`src/rtl/axis_tone_seq.sv`:
```
// axis_tone_seq - tone sequencer for the DSM DAC signal path.
//
// Holds a table of STEPS tone steps {div, dur, shift} and walks through it,
// configuring the sine generator (divider, restart, enable) step by step.
// Generator samples seen during RUN are attenuated by an arithmetic right
// shift and placed in a single AXI-Stream output register; a sample that
// overwrites a still-pending one sets the sticky overrun flag.
//
// Ports:
//   aclk, arst_n        clock; synchronous active-low reset
//   cfg_we/addr/div/dur/shift
//                       table write port (dur==0 marks end of sequence)
//   start, stop, loop   sequence control (start/stop pulses, loop level)
//   gen_sample, gen_tdata
//                       generator sample strobe and signed sample
//   gen_div, gen_en, gen_restart
//                       generator configuration for the current step
//   m_axis_tdata/tvalid/tready
//                       scaled sample stream to the modulator
//   busy, step_idx, done, overrun
//                       status
module axis_tone_seq #(
  parameter int unsigned STEPS = 8,
  parameter int unsigned DIV_W = 16,
  parameter int unsigned DUR_W = 16
) (
  input  logic                     aclk,
  input  logic                     arst_n,
  input  logic                     cfg_we,
  input  logic [$clog2(STEPS)-1:0] cfg_addr,
  input  logic [DIV_W-1:0]         cfg_div,
  input  logic [DUR_W-1:0]         cfg_dur,
  input  logic [1:0]               cfg_shift,
  input  logic                     start,
  input  logic                     stop,
  input  logic                     loop,
  input  logic                     gen_sample,
  input  logic [15:0]              gen_tdata,
  output logic [DIV_W-1:0]         gen_div,
  output logic                     gen_en,
  output logic                     gen_restart,
  output logic [15:0]              m_axis_tdata,
  output logic                     m_axis_tvalid,
  input  logic                     m_axis_tready,
  output logic                     busy,
  output logic [$clog2(STEPS)-1:0] step_idx,
  output logic                     done,
  output logic                     overrun
);

  localparam int unsigned AW = $clog2(STEPS);
  localparam logic [AW-1:0] IDX_LAST = AW'(STEPS - 1);

  typedef enum logic [1:0] {
    S_IDLE,
    S_LOAD,
    S_RUN
  } state_t;

  state_t state_q, state_d;

  // Step table
  logic [DIV_W-1:0] div_tab   [STEPS];
  logic [DUR_W-1:0] dur_tab   [STEPS];
  logic [1:0]       shift_tab [STEPS];

  // Working registers for the active step
  logic [DUR_W-1:0] dur_q;
  logic [1:0]       shift_q;
  logic [DUR_W-1:0] cnt_q, cnt_d;
  logic [AW-1:0]    idx_d;
  logic             done_d;
  logic             load;
  logic             end_seq;
  logic             capture;

  assign capture = (state_q == S_RUN) && gen_sample;
  assign gen_en  = (state_q == S_RUN);
  assign busy    = (state_q != S_IDLE);
  // An entry with dur==0 ends the sequence instead of starting a step, so
  // the generator is only restarted for real steps.
  assign gen_restart = (state_q == S_LOAD) && (dur_tab[step_idx] != '0) && !stop;

  always_ff @(posedge aclk) begin
    if (!arst_n) begin
      for (int unsigned i = 0; i < STEPS; i++) begin
        div_tab[i]   <= '0;
        dur_tab[i]   <= '0;
        shift_tab[i] <= '0;
      end
    end else if (cfg_we) begin
      div_tab[cfg_addr]   <= cfg_div;
      dur_tab[cfg_addr]   <= cfg_dur;
      shift_tab[cfg_addr] <= cfg_shift;
    end
  end

  always_ff @(posedge aclk) begin
    if (!arst_n) begin
      state_q  <= S_IDLE;
      step_idx <= '0;
      cnt_q    <= '0;
      done     <= 1'b0;
    end else begin
      state_q  <= state_d;
      step_idx <= idx_d;
      cnt_q    <= cnt_d;
      done     <= done_d;
    end
  end

  always_comb begin
    state_d = state_q;
    idx_d   = step_idx;
    cnt_d   = cnt_q;
    done_d  = 1'b0;
    load    = 1'b0;
    end_seq = 1'b0;

    case (state_q)
      S_IDLE: begin
        if (start) begin
          state_d = S_LOAD;
          idx_d   = '0;
        end
      end
      S_LOAD: begin
        load  = 1'b1;
        cnt_d = '0;
        if (dur_tab[step_idx] == '0) begin
          end_seq = 1'b1;
        end else begin
          state_d = S_RUN;
        end
      end
      S_RUN: begin
        if (gen_sample) begin
          if (cnt_q == dur_q - DUR_W'(1)) begin
            if (step_idx == IDX_LAST) begin
              end_seq = 1'b1;
            end else begin
              idx_d   = step_idx + AW'(1);
              state_d = S_LOAD;
            end
          end else begin
            cnt_d = cnt_q + DUR_W'(1);
          end
        end
      end
      default: state_d = S_IDLE;
    endcase

    if (end_seq) begin
      if (loop) begin
        idx_d   = '0;
        state_d = S_LOAD;
      end else begin
        done_d  = 1'b1;
        state_d = S_IDLE;
      end
    end

    // Abort wins over everything; the index is left where it was.
    if (stop) begin
      state_d = S_IDLE;
      idx_d   = step_idx;
      done_d  = 1'b0;
    end
  end

  always_ff @(posedge aclk) begin
    if (!arst_n) begin
      gen_div       <= '0;
      dur_q         <= '0;
      shift_q       <= '0;
      m_axis_tdata  <= '0;
      m_axis_tvalid <= 1'b0;
      overrun       <= 1'b0;
    end else begin
      if (load) begin
        gen_div <= div_tab[step_idx];
        dur_q   <= dur_tab[step_idx];
        shift_q <= shift_tab[step_idx];
      end
      // A new sample always wins the register; it is only an overrun when
      // the pending sample is not being taken in the same cycle.
      if (capture) begin
        m_axis_tdata  <= $signed(gen_tdata) >>> shift_q;
        m_axis_tvalid <= 1'b1;
        if (m_axis_tvalid && !m_axis_tready) begin
          overrun <= 1'b1;
        end
      end else if (m_axis_tvalid && m_axis_tready) begin
        m_axis_tvalid <= 1'b0;
      end
    end
  end

endmodule
```
`config.mk`:
```
export PLATFORM = sky130hd
export DESIGN_NAME = axis_tone_seq
export DESIGN_NICKNAME = d
export VERILOG_FILES = /design/src/rtl/axis_tone_seq.sv
export SDC_FILE = /design/constraint.sdc
export NUM_CORES = 1
export LEC_CHECK = 0
export CAP_MARGIN = 10
export CORE_UTILIZATION = 60
export CTS_CLUSTER_DIAMETER = 200
export DETAILED_ROUTE_END_ITERATION = 16
export GPL_ROUTABILITY_DRIVEN = 0
export PLACE_DENSITY = 0.81
export SLEW_MARGIN = 0
export SYNTH_ARGS = -nofsm -noshare
export SYNTH_HDL_FRONTEND = slang
export SYNTH_SLANG_ARGS = --single-unit
```
`constraint.sdc`:
```
create_clock -name aclk -period 5.9 [get_ports aclk]
set_clock_uncertainty 0.15 [all_clocks]
set_input_delay 1.18 -clock aclk [delete_from_list [all_inputs] [get_ports aclk]]
set_output_delay 1.18 -clock aclk [all_outputs]
set_load 0.1 [all_outputs]
```
==> results of run 1 <==
[sequential cells by signal, summed over array words and instances (netlist names), named ones only]
signal and count:
gen_div 16, shift_tab 16, step_idx 3, overrun 1, m_axis_tvalid 1, dur_q 16, dur_tab 128, m_axis_tdata 16
cnt_q 16, state_q 2, div_tab 128, done 1, shift_q 2
[power by group]
group	switching (mW)	total (mW)	leakage (nW)	internal, mW
Combinational	0.346	0.558	2.46	0.211
Sequential	0.0696	2.86	3.23	2.79
Clock	0.933	2.37	0.608	1.44
[tightest hold or removal path, delay by kind of cell, from the launching register on]
family / cells / cell delay, ps
AOI/OAI and AO/OA: 1 / 50
and+or+nand+nor: 1 / 50
DFF: 1 / 300
[placed cells by master (no fill, tap or decap), types with 5 or more instances in the layout]
cell | Yosys | routed
xnor2_1 | 24 | 24
a21oi_1 | 28 | 28
dfxtp_1 | 77 | 73
buf_4 | 1 | 24
nor3_1 | 10 | 8
nor2_1 | 84 | 78
clkbuf_16 | 0 | 38
clkinv_2 | 0 | 5
mux2i_1 | 39 | 39
mux2_2 | 11 | 11
bufinv_16 | 0 | 5
nor2_2 | 0 | 6
clkbuf_1 | 58 | 7
a211oi_1 | 39 | 39
edfxtp_1 | 272 | 272
nand2b_1 | 15 | 13
nor2b_1 | 6 | 6
a31oi_1 | 5 | 5
nand2_1 | 53 | 53
inv_1 | 9 | 8
o21ai_4 | 0 | 6
nand3_1 | 11 | 11
and2_1 | 275 | 275
xor2_1 | 5 | 5
clkinv_1 | 0 | 5
mux4_2 | 77 | 77
o21ai_0 | 11 | 5
nand4_1 | 7 | 7
clkdlybuf4s50_1 | 0 | 100
o211ai_1 | 6 | 6
ha_1 | 7 | 6
[layout make-up]
cell class	count	share of cell area
multi-input combinational	777	0.3349
clock buffer	48	0.05378
clock inverter	18	0.01196
timing repair buffer	124	0.06236
tap	335	0.02213
antenna	1	0.0001321
inverter	9	0.001784
sequential	349	0.5129
[worst max-delay path by stage]
stage,from,endpoint
global placement,arst_n,div_tab[0][6]
floorplan,flop,gen_restart
finish,flop,gen_restart
detailed placement,arst_n,div_tab[0][6]
CTS,flop,gen_restart
global route,flop,gen_restart
[metal layers]
layer  global-route usage  up-vias  wire length, um
met5                    0        -                0
met2               0.4399      449            17660
met1               0.3816     5063            15320
met3              0.05347       66             3049
li1                     -     4641                -
met4              0.09340        0              896
[cells by family after synthesis]
group	Yosys count	share of synthesized area
and+or+nand+nor	498	0.1739
DFF	349	0.5961
muxes	127	0.1380
AOI/OAI and AO/OA	116	0.05039
buffers and inverters	86	0.02066
xor gates and xnor gates	29	0.01559
adders and majority gates	7	0.005377
[through the flow]
step,cell area (sq um),setup slack (ps),hold WS [ps],total power [mW]
2_1_floorplan,16290,1371,316.3,3.263
5_1_grt,18940,701.9,312.5,5.957
3_5_place_dp,17690,1436,294.8,3.465
4_1_cts,18940,999.4,303.1,5.805
3_3_place_gp,17690,1545,290.3,3.443
6_report,18940,967.1,301.7,5.790
==> impl_metrics.py, run 1 <==
metrics = {
    "critical_path": {
        "r2r_end": "cnt_q[7]",
        "worstPathCellList": "mux4_2 > mux2i_1 > nand4_1 > nor3b_1 > a21oi_1 > buf_4",
        "critical-path-top-delay-family": "flip-flops",
        "crit_type": "reg -> out",
        "cpMaxStageDelayCell": "dfxtp_2",
        "r2r_cells": 10,
        "cp_num_cells": 6,
        "worstReg2RegStart": "dur_q[0]",
        "critPathLaunchType": "flop",
        "critPathRequiredTime_ps": 4570,
        "critPathBufInv": 1,
        "slowest_delay_ps": 1030,
        "cp_max_fo": 42,
        "r2r_slack_ps": 2050,
        "cp-end-kind": "primary output",
        "critPathArrivalTime_ps": 3600,
    },
    "detailed_routing": {
        "routed-via-count": 10220,
        "drc": 0,
        "ant_nets": 0,
        "routedWlPerCell_um": 22.23,
        "dr.pass1.iters": 5,
        "drt_iter0_markers": 1066,
        "via_per_inst": 6.152,
        "wl_um": 36930,
    },
    "clock_tree": {
        "cts_setup_buffers": 0,
        "cts.repair.resized": 0,
        "cts.sinks": 349,
        "cts_buffers": 36,
        "cts.clk_slew.worst_paths_ps": 60,
        "holdBufCountCts": 0,
        "insertion_delay_ps": 510,
        "cts_root_buf": "clkbuf_16",
        "ctsHtreeMaxLevel": 2,
        "cts_tree": "done",
        "cts_max_path_buffers": 3,
    },
    "synth": {
        "syn_inst": 1212,
        "ys.flop_type": "edfxtp_1",
        "synth.most_common_cell": "and2_1",
        "avgSynthCellArea_sq_um": 13.44,
        "netlist_top_cells_area": "edfxtp_1 50%, mux4_2 11%, and2_1 11%, dfxtp_1 9.5%, mux2i_1 2.4%",
        "syn_area_sq_um": 16290,
        "synth_top_area_frac": 0.5014,
        "ys_ff_latch": 349,
        "synth.net_count": 1280,
        "synth_top_area_cell": "edfxtp_1",
        "synth.distinct_cells": 67,
        "synth_edf_count": 272,
        "async_flop_share": 0,
        "synth_commonest_cells": "275 x and2_1, 272 x edfxtp_1, 84 x nor2_1",
        "synth.yosys.seq_area_share": 0.5961,
        "ys_warn_count": 0,
    },
    "pwr": {
        "leakage_nw": 6.298,
        "power_density_nw_per_um2": 305.7,
        "ir_worst_vdd_mv": 0.2427,
    },
    "sta": {
        "slew_headroom": 0.2514,
        "fin_crit_ps": 4933,
        "timing.fmax_ghz": 0.2027,
        "slew_viol_final": 0,
        "final-hold-violation-count": 0,
        "worst_slew_pin_slew_ps": 1123,
        "setup-tns-final_ps": 0,
        "setup-violations-final": 0,
        "rsz0062_at_grt": "false",
        "fin_crit_sh": 0.8361,
    },
    "floorplan": {
        "die_h_um": 166.8,
        "io_pins": 102,
        "core_sq_um": 26350,
        "die-area_sq_um": 27810,
        "die_w_um": 166.8,
        "initial_core_util": 0.6181,
        "rows": 59,
    },
    "final_layout": {
        "multiInputGateArea_sq_um": 6344,
        "fill_cells": 1690,
        "layout-drive-gt1-share": 0.1547,
        "fin_nets": 1365,
        "finalNonFillerCells": 1661,
        "post-route-util": 0.7187,
        "area_growth_pct": 16.27,
        "seq_area_sq_um": 9714,
    },
    "outcome": {
        "status": "finished, final reports clean",
    },
    "hold_path": {
        "hold_path_startpoint": "m_axis_tdata[0]",
        "hold_class": "reg -> reg",
        "min_delay_path_depth": 2,
        "min_delay_worst_endpoint": "m_axis_tdata[0]",
    },
    "placement": {
        "dp_hpwl_um": 22610,
        "place_inst": 1594,
        "port-buffer-count": 101,
    },
    "global_routing": {
        "track_usage": 0.2752,
        "gr-total-overflow": 0,
        "grt_max_degree": 74,
        "grt_pass1_wl_um": 58660,
        "grt_pass1_vias": 10350,
        "antenna_found_initial": 1,
    },
    "run": {
        "cap_violations": 0,
    },
}
No activity file was read; power rests on OpenSTA's default activity.
==> run 2: changes to the inputs <==
==> constraint.sdc (replaced) <==
create_clock -name aclk -period 5 [get_ports aclk]
set_clock_uncertainty 0.15 [all_clocks]
set_input_delay 1 -clock aclk [delete_from_list [all_inputs] [get_ports aclk]]
set_output_delay 1 -clock aclk [all_outputs]
set_load 0.1 [all_outputs]
==> run 2 against run 1 <==
Compared with the run above:
- clock-buffer cell count rose by 2
- flip-flop and latch count did not move
- routed wire length rose by 1.5%
- sequential share of layout area barely moved
- critical path type unchanged
- largest cell class unchanged
- largest power group unchanged
==> impl_metrics.py, run 2 (synthesis gave the netlist of run 1 again) <==
metrics = {
    "clock_tree": {
        "cts_buffers": 36,
        "cts_root_buf": "clkbuf_16",
        "cts.repair.resized": 0,
        "ctsHtreeMaxLevel": 2,
        "insertion_delay_ps": 520,
        "cts_tree": "done",
        "cts.clk_slew.worst_paths_ps": 60,
        "cts_max_path_buffers": 3,
        "cts_setup_buffers": 0,
        "holdBufCountCts": 0,
        "cts.sinks": 349,
    },
    "pwr": {
        "power_frac_comb": 0.099,
        "ir_worst_vdd_mv": 0.2323,
        "netSwitchingFraction": 0.2353,
        "seq_power_share": 0.505,
        "internal-power_mw": 5.112,
        "p_sw_mw": 1.573,
        "clkPwrFrac": 0.395,
        "leakage_nw": 6.312,
        "power_density_nw_per_um2": 352.7,
    },
    "sta": {
        "worst_slew_pin_slew_ps": 1015,
        "slew_viol_final": 0,
        "hold_slack_ps": 301.4,
        "fin_crit_ps": 4623,
        "timing.fmax_ghz": 0.2163,
        "setup-tns-final_ps": 0,
        "rsz0062_at_grt": "false",
        "slew_headroom": 0.3210,
        "final-hold-violation-count": 0,
        "setup-violations-final": 0,
        "fin_crit_sh": 0.9245,
        "setup_ws_ps": 377.3,
    },
    "critical_path": {
        "critPathLaunchType": "flop",
        "cp_max_fo": 22,
        "critPathRequiredTime_ps": 3850,
        "worstReg2RegStart": "dur_q[0]",
        "critPathArrivalTime_ps": 3470,
        "crit_type": "reg -> out",
        "cp-end-kind": "primary output",
    },
    "run": {
        "cap_violations": 0,
    },
    "hold_path": {
        "hold_class": "reg -> reg",
        "hold_path_startpoint": "m_axis_tdata[0]",
    },
    "global_routing": {
        "grt_max_degree": 41,
        "antenna_found_initial": 0,
        "grt_pass1_vias": 10230,
        "track_usage": 0.2760,
        "grt_pass1_wl_um": 58350,
        "gr-total-overflow": 0,
    },
    "placement": {
        "port-buffer-count": 101,
        "post-place-ws_ps": 964.7,
        "dp_hpwl_um": 22740,
    },
    "detailed_routing": {
        "drt_iter0_markers": 1048,
        "wl_um": 37480,
        "dr.pass1.iters": 5,
        "ant_nets": 0,
        "drc": 0,
        "routedWlPerCell_um": 22.51,
        "routed-via-count": 10250,
        "via_per_inst": 6.154,
    },
    "final_layout": {
        "num_antenna_cells": 0,
        "layout-drive-gt1-share": 0.1594,
        "area_growth_pct": 16.33,
        "post-route-util": 0.7190,
        "final_common_cell": "and2_1",
        "fin_nets": 1374,
        "most-common-layout-cells": "275 x and2_1, 272 x edfxtp_1, 100 x clkdlybuf4s50_1",
        "fill_cells": 1685,
        "reg_top3": "div_tab: 128 flops, dur_tab: 128 flops",
    },
    "floorplan": {
        "initial_core_util": 0.6181,
        "rows": 59,
        "core_sq_um": 26350,
        "io_pins": 102,
        "die_w_um": 166.8,
        "die_h_um": 166.8,
        "die-area_sq_um": 27810,
    },
    "outcome": {
        "status": "finished, final reports clean",
    },
}
-- run 2: cell types whose count changed in the layout (fill, tap and decap cells not counted) --
cell,delta
buf_12,+2
buf_4,+7
bufinv_16,-3
clkbuf_8,+2
clkinv_1,-2
clkinv_2,-2
clkinv_8,-1
clkinvlp_4,+1
diode_2,-1
inv_6,+1
-- run 2: critical path, cell delays in order, from the launching register on --
cell	delay [ps]
dfxtp_2	790
mux4_2	580
mux2i_1	220
nand4_1	180
nor3b_1	660
a21oi_1	230
buf_4	280
-- run 2: final cells by class --
cell class,count,area [sq um],area share
Inverter,9,33.78,0.001783
Clock inverter,12,118.9,0.006273
Sequential cell,349,9714,0.5126
Clock buffer,50,1046,0.05520
Tap cell,335,419.2,0.02212
Multi-Input combinational cell,777,6344,0.3348
Timing Repair Buffer,133,1274,0.06722
-- run 2: power groups by stage --
| stage | clock [mW] | sequential (mW) | combinational, mW |
|---|---|---|---|
| finish | 2.64 | 3.38 | 0.664 |
| global route | 2.77 | 3.39 | 0.706 |
| CTS | 2.66 | 3.38 | 0.662 |
| detailed placement | 0 | 3.44 | 0.659 |
| global placement | 0 | 3.42 | 0.646 |
| floorplan | 0 | 3.50 | 0.354 |
-- run 2: metal layers --
metal | vias to the layer above | routed length, um | global-route usage | part of all wire
met5 | - | 0 | 0 | 0
met4 | 0 | 737 | 0.07246 | 0.020
met3 | 65 | 2909 | 0.03945 | 0.078
met2 | 472 | 18110 | 0.4532 | 0.48
met1 | 5063 | 15720 | 0.3905 | 0.42
li1 | 4647 | - | - | -
-- run 2: through the flow --
| step | cell area [sq um] | std cells | total power, mW |
|---|---|---|---|
| 4_1_cts | 18950 | 1665 | 6.695 |
| 3_3_place_gp | 17780 | 1603 | 4.070 |
| 3_5_place_dp | 17780 | 1603 | 4.096 |
| 2_1_floorplan | 16290 | 1212 | 3.850 |
| 6_report | 18950 | 1665 | 6.684 |
| 5_1_grt | 18950 | 1665 | 6.868 |
-- run 2: final timing paths --
path / end / slack, ps / cells after the start
worst max register to register: flop / 1210 / 9
worst min register to register: m_axis_tdata[0] / 300 / 2
worst max-delay path: gen_restart / 380 / 6
worst min-delay path: m_axis_tdata[0] / 300 / 2
